File: src/rtl/sounder_pkg.sv
// Shared channel-sounder definitions: FSM encoding, degree limits,
// LFSR seed and the Galois step used by both TX and RX code generators.
package sounder_pkg;

    typedef enum logic {
        IDLE = 1'b0,
        RUN  = 1'b1
    } state_t;

    localparam logic [4:0]  DEG_MIN   = 5'd2;
    localparam logic [4:0]  DEG_MAX   = 5'd16;
    localparam logic [15:0] LFSR_SEED = 16'h0001;

    // Right-shifting Galois step: the bit shifted out is the chip and,
    // when set, folds the feedback mask back into the register.
    function automatic logic [15:0] lfsr_next(
        input logic [15:0] s,
        input logic [15:0] mask
    );
        return (s >> 1) ^ (s[0] ? mask : 16'h0000);
    endfunction

endpackage

File: src/rtl/sounder_pn_gen.sv
// M-sequence generator: LFSR with seed, single step and step+slip.
// Ports: clk/rst_n, seed, step, slip (extra step with step), mask, chip.
module sounder_pn_gen
    import sounder_pkg::*;
(
    input  logic        clk,
    input  logic        rst_n,
    input  logic        seed,
    input  logic        step,
    input  logic        slip,
    input  logic [15:0] mask,
    output logic        chip
);

    logic [15:0] state;

    assign chip = state[0];

    always_ff @(posedge clk or negedge rst_n) begin
        if (!rst_n) begin
            state <= LFSR_SEED;
        end else if (seed) begin
            state <= LFSR_SEED;
        end else if (step && slip) begin
            state <= lfsr_next(lfsr_next(state, mask), mask);
        end else if (step) begin
            state <= lfsr_next(state, mask);
        end
    end

endmodule

File: src/rtl/sounder_rx_correlator.sv
// Sliding correlator: despreads I/Q against a local m-sequence, dumps one
// complex result per code period and slips the code one chip per period.
// Ports: clk_i/rst_ni, ena_i, degree_i/mask_i config, strobe_i/real_i/imag_i
// samples in; strobe_o/real_o/imag_o/lag_o results, busy_o, cfg_err_o.
module sounder_rx_correlator
    import sounder_pkg::*;
#(
    parameter int WIDTH     = 16,
    parameter int ACC_WIDTH = 32
) (
    input  logic                        clk_i,
    input  logic                        rst_ni,
    input  logic                        ena_i,
    input  logic [4:0]                  degree_i,
    input  logic [15:0]                 mask_i,
    input  logic                        strobe_i,
    input  logic signed [WIDTH-1:0]     real_i,
    input  logic signed [WIDTH-1:0]     imag_i,
    output logic                        strobe_o,
    output logic signed [ACC_WIDTH-1:0] real_o,
    output logic signed [ACC_WIDTH-1:0] imag_o,
    output logic [15:0]                 lag_o,
    output logic                        busy_o,
    output logic                        cfg_err_o
);

    state_t                      state;
    logic [15:0]                 mask_q;
    logic [15:0]                 last_q;
    logic [15:0]                 count;
    logic [15:0]                 lag;
    logic signed [ACC_WIDTH-1:0] acc_re;
    logic signed [ACC_WIDTH-1:0] acc_im;

    logic                        chip;
    logic                        deg_ok;
    logic                        run_strobe;
    logic                        dump;
    logic                        seed;
    logic signed [ACC_WIDTH-1:0] re_x;
    logic signed [ACC_WIDTH-1:0] im_x;
    logic signed [ACC_WIDTH-1:0] re_c;
    logic signed [ACC_WIDTH-1:0] im_c;

    assign deg_ok     = (degree_i >= DEG_MIN) && (degree_i <= DEG_MAX);
    assign run_strobe = (state == RUN) && ena_i && strobe_i;
    assign dump       = run_strobe && (count == last_q);
    assign seed       = (state == IDLE) && ena_i && deg_ok;
    assign busy_o     = (state == RUN);

    assign re_x = {{(ACC_WIDTH-WIDTH){real_i[WIDTH-1]}}, real_i};
    assign im_x = {{(ACC_WIDTH-WIDTH){imag_i[WIDTH-1]}}, imag_i};
    assign re_c = chip ? re_x : -re_x;
    assign im_c = chip ? im_x : -im_x;

    // Dump cycle steps the code twice, rotating the phase by one chip
    sounder_pn_gen u_pn (
        .clk   (clk_i),
        .rst_n (rst_ni),
        .seed  (seed),
        .step  (run_strobe),
        .slip  (dump),
        .mask  (mask_q),
        .chip  (chip)
    );

    always_ff @(posedge clk_i or negedge rst_ni) begin
        if (!rst_ni) begin
            state     <= IDLE;
            mask_q    <= '0;
            last_q    <= '0;
            count     <= '0;
            lag       <= '0;
            acc_re    <= '0;
            acc_im    <= '0;
            strobe_o  <= 1'b0;
            real_o    <= '0;
            imag_o    <= '0;
            lag_o     <= '0;
            cfg_err_o <= 1'b0;
        end else begin
            strobe_o <= 1'b0;
            unique case (state)
                IDLE: begin
                    if (ena_i && deg_ok) begin
                        state  <= RUN;
                        mask_q <= mask_i;
                        // N-1 = 2^degree - 2, the index of the last chip
                        last_q <= 16'((17'd1 << degree_i) - 17'd2);
                        count  <= '0;
                        lag    <= '0;
                        acc_re <= '0;
                        acc_im <= '0;
                    end else if (ena_i) begin
                        cfg_err_o <= 1'b1;
                    end
                end
                RUN: begin
                    if (!ena_i) begin
                        state <= IDLE;
                    end else if (dump) begin
                        real_o   <= acc_re + re_c;
                        imag_o   <= acc_im + im_c;
                        lag_o    <= lag;
                        strobe_o <= 1'b1;
                        acc_re   <= '0;
                        acc_im   <= '0;
                        count    <= '0;
                        lag      <= (lag == last_q) ? 16'd0 : lag + 16'd1;
                    end else if (run_strobe) begin
                        acc_re <= acc_re + re_c;
                        acc_im <= acc_im + im_c;
                        count  <= count + 16'd1;
                    end
                end
                default: state <= IDLE;
            endcase
        end
    end

endmodule

File: config.mk
export PLATFORM = sky130hd
export DESIGN_NAME = sounder_rx_correlator
export DESIGN_NICKNAME = d
export VERILOG_FILES = /design/src/rtl/sounder_pkg.sv /design/src/rtl/sounder_pn_gen.sv /design/src/rtl/sounder_rx_correlator.sv
export SDC_FILE = /design/constraint.sdc
export NUM_CORES = 1
export LEC_CHECK = 0
export BUFFER_PORTS_ARGS = -buffer_cell sky130_fd_sc_hd__buf_2
export CAP_MARGIN = 20
export CORE_AREA = 2 2 161 163
export CTS_CLUSTER_DIAMETER = 60
export DETAILED_ROUTE_END_ITERATION = 8
export DIE_AREA = 0 0 163 165
export MAX_ROUTING_LAYER = met4
export PLACE_DENSITY = 0.81
export SYNTH_ARGS = -nofsm -noshare
export SYNTH_HDL_FRONTEND = slang
export SYNTH_SLANG_ARGS = --single-unit
File: constraint.sdc
create_clock -name clk_i -period 4.9 [get_ports clk_i]
set_clock_uncertainty 0.05 [all_clocks]
set_input_delay 0.735 -clock clk_i [delete_from_list [all_inputs] [get_ports clk_i]]
set_output_delay 0.735 -clock clk_i [all_outputs]
set_load 0.005 [all_outputs]
# Yosys cells after proc, flatten, opt, wreduce, memory -nomap -nowiden
# Index checks and enable logic that the tools add are counted.
[op_classes]
mux = 31
add_sub_neg = 7
eq_ne = 6
n_reduce_logical = 14
bitwise_logic = 4
order_cmp = 2
n_shift = 1
[op_table]
columns = ["cell", "n"]
rows = [
  ["$mux W32", 9],
  ["$mux W16", 12],
  ["$pmux W32 S2", 2],
  ["$add A32 B32 Y32", 2],
  ["$neg A16 Y32", 2],
  ["$pmux W16 S2", 2],
  ["$add A16 B1 Y16 const B", 2],
  ["$eq A16 B16 Y1", 2],
  ["$xor A15 B16 Y16", 2],
  ["$shl A1 B5 Y16 const A", 1],
  ["$sub A16 B2 Y16 const B", 1],
  ["$reduce_and A3 Y1", 4],
  ["$logic_and A1 B1 Y1", 8],
  ["$ge A5 B2 Y1 const B", 1],
  ["$le A5 B5 Y1 const B", 1],
  ["$mux W1", 5],
  ["$ne A2 B1 Y1 const B", 2],
  ["$ne A3 B1 Y1 const B", 1],
  ["$reduce_bool A3 Y1", 1],
  ["$ne A2 B2 Y1 const B", 1],
  ["$not A1 Y1", 2],
  ["$pmux W1 S2", 1],
  ["$reduce_and A2 Y1", 1],
]
[word_totals]
ff_bits = 227
out_inout_bits = 83

# Longest topological paths before layout
[logic_depth]
ltp_word = 7
mapped_depth = 18
mapped_depth_nobuf = 17

# By module
# Synthesis repeated with hierarchy kept, for this count alone.
[hier_totals]
cells_unflattened = 1661
area_unflattened_um2 = 14579.0
[modules_own_cells]
columns = ["mod", "cells_per_inst", "seq_area_each_um2", "n_inst", "area_each_um2"]
rows = [
  ["sounder_rx_correlator", 1434, 5280.1, 1, 12817.3],
  ["sounder_pn_gen", 227, 401.6, 1, 1761.7],
]

# Worst setup path after synthesis
# OpenSTA, ideal clock, no wires.
[synth_path]
path_kind = "input -> register"
start = "input real_i[5]"
end = "register real_o[30]"
arrival_ps = 3879
path_buffers = 0
cell_stages = 13
slack_ps = 846
cell_sequence = "nor4_1 -> nand2_1 -> nor4_1 -> nor2_1 -> xnor2_1 -> ha_1 -> nand4_1 -> a311oi_1 -> o21bai_1 -> a2111oi_0 -> o31ai_1 -> xnor2_1 -> mux2_2"
[synth_via]
elab_chain_cells = 3
[synth_rtl]
columns = ["item", "line_no", "rtl"]
rows = [
  ["start: declaration", "sounder_rx_correlator.sv:17", "input logic signed [WIDTH-1:0] real_i,"],
  ["$neg A16 Y32", "sounder_rx_correlator.sv:53", "assign re_c = chip ? re_x : -re_x;"],
  ["$mux W32 (*)", "sounder_rx_correlator.sv:53", ""],
  ["$add A32 B32 Y32 (*)", "sounder_rx_correlator.sv:102", "real_o <= acc_re + re_c;"],
  ["end signal: assignment", "sounder_rx_correlator.sv:102", ""],
  ["end: declaration", "sounder_rx_correlator.sv:20", "output logic signed [ACC_WIDTH-1:0] real_o,"],
]
# Mark *: on every way between the ends. The rest lies on a longest branch, timed or not.
# A chain may end at the register's enable or synchronous reset.

# Worst setup path after layout
[layout_path]
start = "input real_i[5]"
end = "register real_o[31]"
# Same word-level chain as after synthesis.

==> run_results.csv <==
group,metric,value,unit
worst_setup_path,crit_buf_inv,2,
clock_tree,cts_setup_buffers,0,
clock_tree,cts-root-buf,"clkbuf_16",
worst_setup_path,cpLargestDelayFamily,"simple AND/OR/NAND/NOR gates",
placed_design,hpwl,25600,µm
synthesis,yosysSeqAreaShare,0.401,
routing,drt-pass1-iter-count,7,
worst_setup_path,slowest_stage,"nor4_1",
worst_setup_path,cp_common_cell,"nand2_1",
global_routing,grt_pass1_vias,11700,
clock_tree,cts_hold_repair.buffers,0,
floorplan,die_area,0.0269,mm²
worst_hold_path,hp-class,"input port to async pin",
final_layout,final_nets,1884,
synthesis,syn_nets,1778,
global_routing,grt_usage,0.274,
sta,relSlewSlack,0.274,
worst_setup_path,crit_chain,"buf_2 > nor4_1 > nand2_1 > nor4_1 > buf_4 > nand2_1 > nand2_1 > nand2_1 > ha_1 > a21o_1 > a21o_1 > a21oi_1 > nor2_1 > a2111o_1 > nor2_1 > xnor2_1 > mux2_2",
power,clkPwrFrac,0.258,
power,p_sw,3.05,mW
global_routing,grt-ovfl-total,0,
sta,fin_setup_tns,0,ns
sta,rsz0062_at_grt,"no",
clock_tree,cts_buffers,26,
final_layout,diodes,0,
floorplan,die_width,163,µm
floorplan,initial_core_util,0.566,
clock_tree,clk_latency,0.54,ns
final_layout,area_growth_syn_to_layout,13.3,%
worst_setup_path,critPathKind,"input port to flop",
floorplan,num_io_pins,140,
clock_tree,cts_resized,0,
synthesis,ys_warn_count,0,
worst_setup_path,crit_path_start_kind,"input port",
sta,worst_slack,0.878,ns
synthesis,postSynthAreaPerCell,8.66,µm²
clock_tree,htree_levels,1,
routing,vias_per_cell,5.88,
sta,setup-violations-final,0,
placed_design,io_buffer_count,139,
clock_tree,cts.sinks,227,
sta,fin_crit,4.02,ns
floorplan,core,0.0250,mm²
power,p_int,4.74,mW
power,combPwrFrac,0.434,
routing,drt_iter0_markers,1027,
global_routing,grt_max_degree,127,
worst_setup_path,endpoint_kind,"flop",
routing,drtAntennaViolNets,0,
placed_design,dp_slack,0.395,ns
sta,hold_viol,0,
power,power_frac_seq,0.308,
clock_tree,path_clk_slew,0.06,ns
routing,drc,0,
worst_setup_path,critPathMaxFanout,8,
run_status,status,"completed",
placed_design,gp_congestion,0.950,
global_routing,antenna_found_initial,0,
routing,wl_per_cell,17.0,µm
clock_tree,cts_tree,"yes",
power,p_per_area,485,mW/mm²
synthesis,yosys_most_used_dff,"dfrtp_1",
synthesis,ys_ff_latch,227,
worst_setup_path,arrival,4.38,ns
synthesis,syn_area,0.0142,mm²
sta,slew_violations,0,
routing,wirelength,35600,µm
power,swShare,0.392,
placed_design,post_dp_cell_area,0.0152,mm²
final_layout,fin_cells,2090,
synthesis,netlist_instances,1636,
synthesis,yosysUniqueCellTypes,66,
floorplan,die_height,165,µm
final_layout,post-route-cell-area,0.0161,mm²
floorplan,core.rowCount,58,
power,ir_drop,0.000277,V
global_routing,grt_pass1_wl,58600,µm
worst_setup_path,critPathRequiredTime,5.26,ns
power,power.leakage,7.93,nW
synthesis,synth-async-reset-ratio,1.00,
clock_tree,cts_max_path_buffers,3,
sta,timing.hold.ws,0.170,ns
routing,vias,12300,
sta,tightest_slew,1.08,ns
job,cap_viol_max_count,0,
final_layout,drive_above_1_share,0.142,
sta,max_freq,249,MHz
worst_setup_path,slowest_delay,0.59,ns
synthesis,synth-edff-count,0,
placed_design,placedCellCount,2044,
sta,timing.final.crit_share,0.821,
==> layout make-up <==
type	instances	area, µm²
inverters	33	124
multi-input cells	1297	8070
fillers	2111	8970
clock inverters	9	114
flip-flops and latches	227	5680
repair buffers	157	866
well taps	330	413
clock buffers	37	793
==> through the flow <==
stage | power (mW) | util
detailed placement | 5.76 | 0.605
CTS | 7.81 | 0.642
global placement | 5.70 | 0.605
global route | 8.37 | 0.642
floorplan | 4.95 | -
finish | 7.80 | 0.642
==> worst register-to-register path: stages, from the launching register on <==
cell and delay [ns]:
dfstp_2 0.43, buf_4 0.24, nor2_1 0.55, nand2_1 0.42
nand2_1 0.20, ha_1 0.24, a21oi_1 0.18, o21a_1 0.17
o221ai_1 0.14, a211o_1 0.31, a21o_1 0.19, a221oi_1 0.33
xnor2_1 0.17, o21ai_0 0.09
==> power groups by stage <==
| stage | clock (mW) | combinational [mW] | sequential [mW] |
|---|---|---|---|
| final | 2.01 | 3.38 | 2.40 |
| after global placement | 0 | 3.28 | 2.41 |
| after global routing | 2.14 | 3.80 | 2.43 |
| after detailed placement | 0 | 3.34 | 2.43 |
| after CTS | 2.05 | 3.36 | 2.40 |
| after floorplan | 0 | 2.60 | 2.35 |
==> worst paths after layout <==
path	slack [ns]	startpoint	to	cells past startpoint
max in group asynchronous	3.49	rst_ni	u_pn.state[9]	2
worst min-delay path	0.17	rst_ni	imag_o[18]	1
worst min register to register	0.41	imag_o[5]	imag_o[5]	2
worst max-delay path	0.88	real_i[5]	real_o[31]	17
min in group clk_i	0.38	mask_i[9]	mask_q[9]	2
worst max register to register	1.03	u_pn.state[0]	imag_o[31]	13
==> cells in the mapped netlist (all sizes together), types with 2 or more instances <==
cell type | number | area, µm²
a211o | 5 | 43.8
a211oi | 6 | 45.0
a21bo | 8 | 80.1
a21boi | 2 | 15.0
a21o | 26 | 195
a21oi | 113 | 566
a221oi | 3 | 26.3
a22o | 24 | 210
a311oi | 3 | 26.3
a31oi | 25 | 156
a41oi | 6 | 52.6
and2 | 11 | 70.1
and3 | 22 | 138
and4 | 3 | 26.3
buf | 15 | 77.6
clkbuf | 64 | 240
dfrtp | 226 | 5660
fa | 2 | 40.0
ha | 83 | 1040
inv | 33 | 124
mux2 | 28 | 315
mux2i | 3 | 30.0
nand2 | 309 | 1160
nand2b | 15 | 93.8
nand3 | 28 | 145
nand4 | 21 | 131
nor2 | 104 | 390
nor2b | 9 | 56.3
nor3 | 34 | 170
nor3b | 3 | 22.5
nor4 | 15 | 115
o211ai | 9 | 67.6
o21a | 11 | 82.6
o21ai | 163 | 816
o21bai | 10 | 75.1
o221ai | 2 | 17.5
o22ai | 3 | 18.8
o31ai | 8 | 60.1
o41ai | 3 | 26.3
or2 | 4 | 25.0
or3 | 9 | 56.3
or4 | 3 | 22.5
xnor2 | 64 | 561
xor2 | 84 | 736
==> kinds of logic after synthesis <==
family / share of synthesized area
buffers and inverters: 0.0312
AOI/OAI and AO/OA: 0.190
muxes: 0.0244
DFF: 0.401
and+or+nand+nor: 0.186
xor gates and xnor gates: 0.0914
adders and majority gates: 0.0761
==> per-layer routing <==
| metal | GRT usage | part of all wire | up-vias | routed length [µm] |
|---|---|---|---|---|
| met5 | - | 0 | - | 0 |
| met2 | 0.439 | 0.47 | 396 | 16600 |
| met4 | 0.0700 | 0.020 | 0 | 714 |
| met3 | 0.0331 | 0.063 | 59 | 2230 |
| li1 | - | - | 5972 | - |
| met1 | 0.373 | 0.45 | 5858 | 16100 |
==> placed cells by master (no fill, tap or decap), drive strengths merged, types with 24 or more instances in the layout <==
cell    count
inv        33
a21oi     113
ha         83
mux2       28
xnor2      64
clkbuf     37
o21ai     163
a21o       26
nand2     309
a31oi      25
nor3       34
dfrtp     226
nor2      104
xor2       84
nand3      28
a22o       24
buf       157
==> state kept, by name (all words and copies together), names as in the netlist <==
signal,cells
acc_im,32
acc_re,32
busy_o,1
cfg_err_o,1
count,16
imag_o,32
lag,16
lag_o,16
last_q,16
mask_q,16
real_o,32
strobe_o,1
u_pn.state,16
Power figures use the tool's default switching activity.
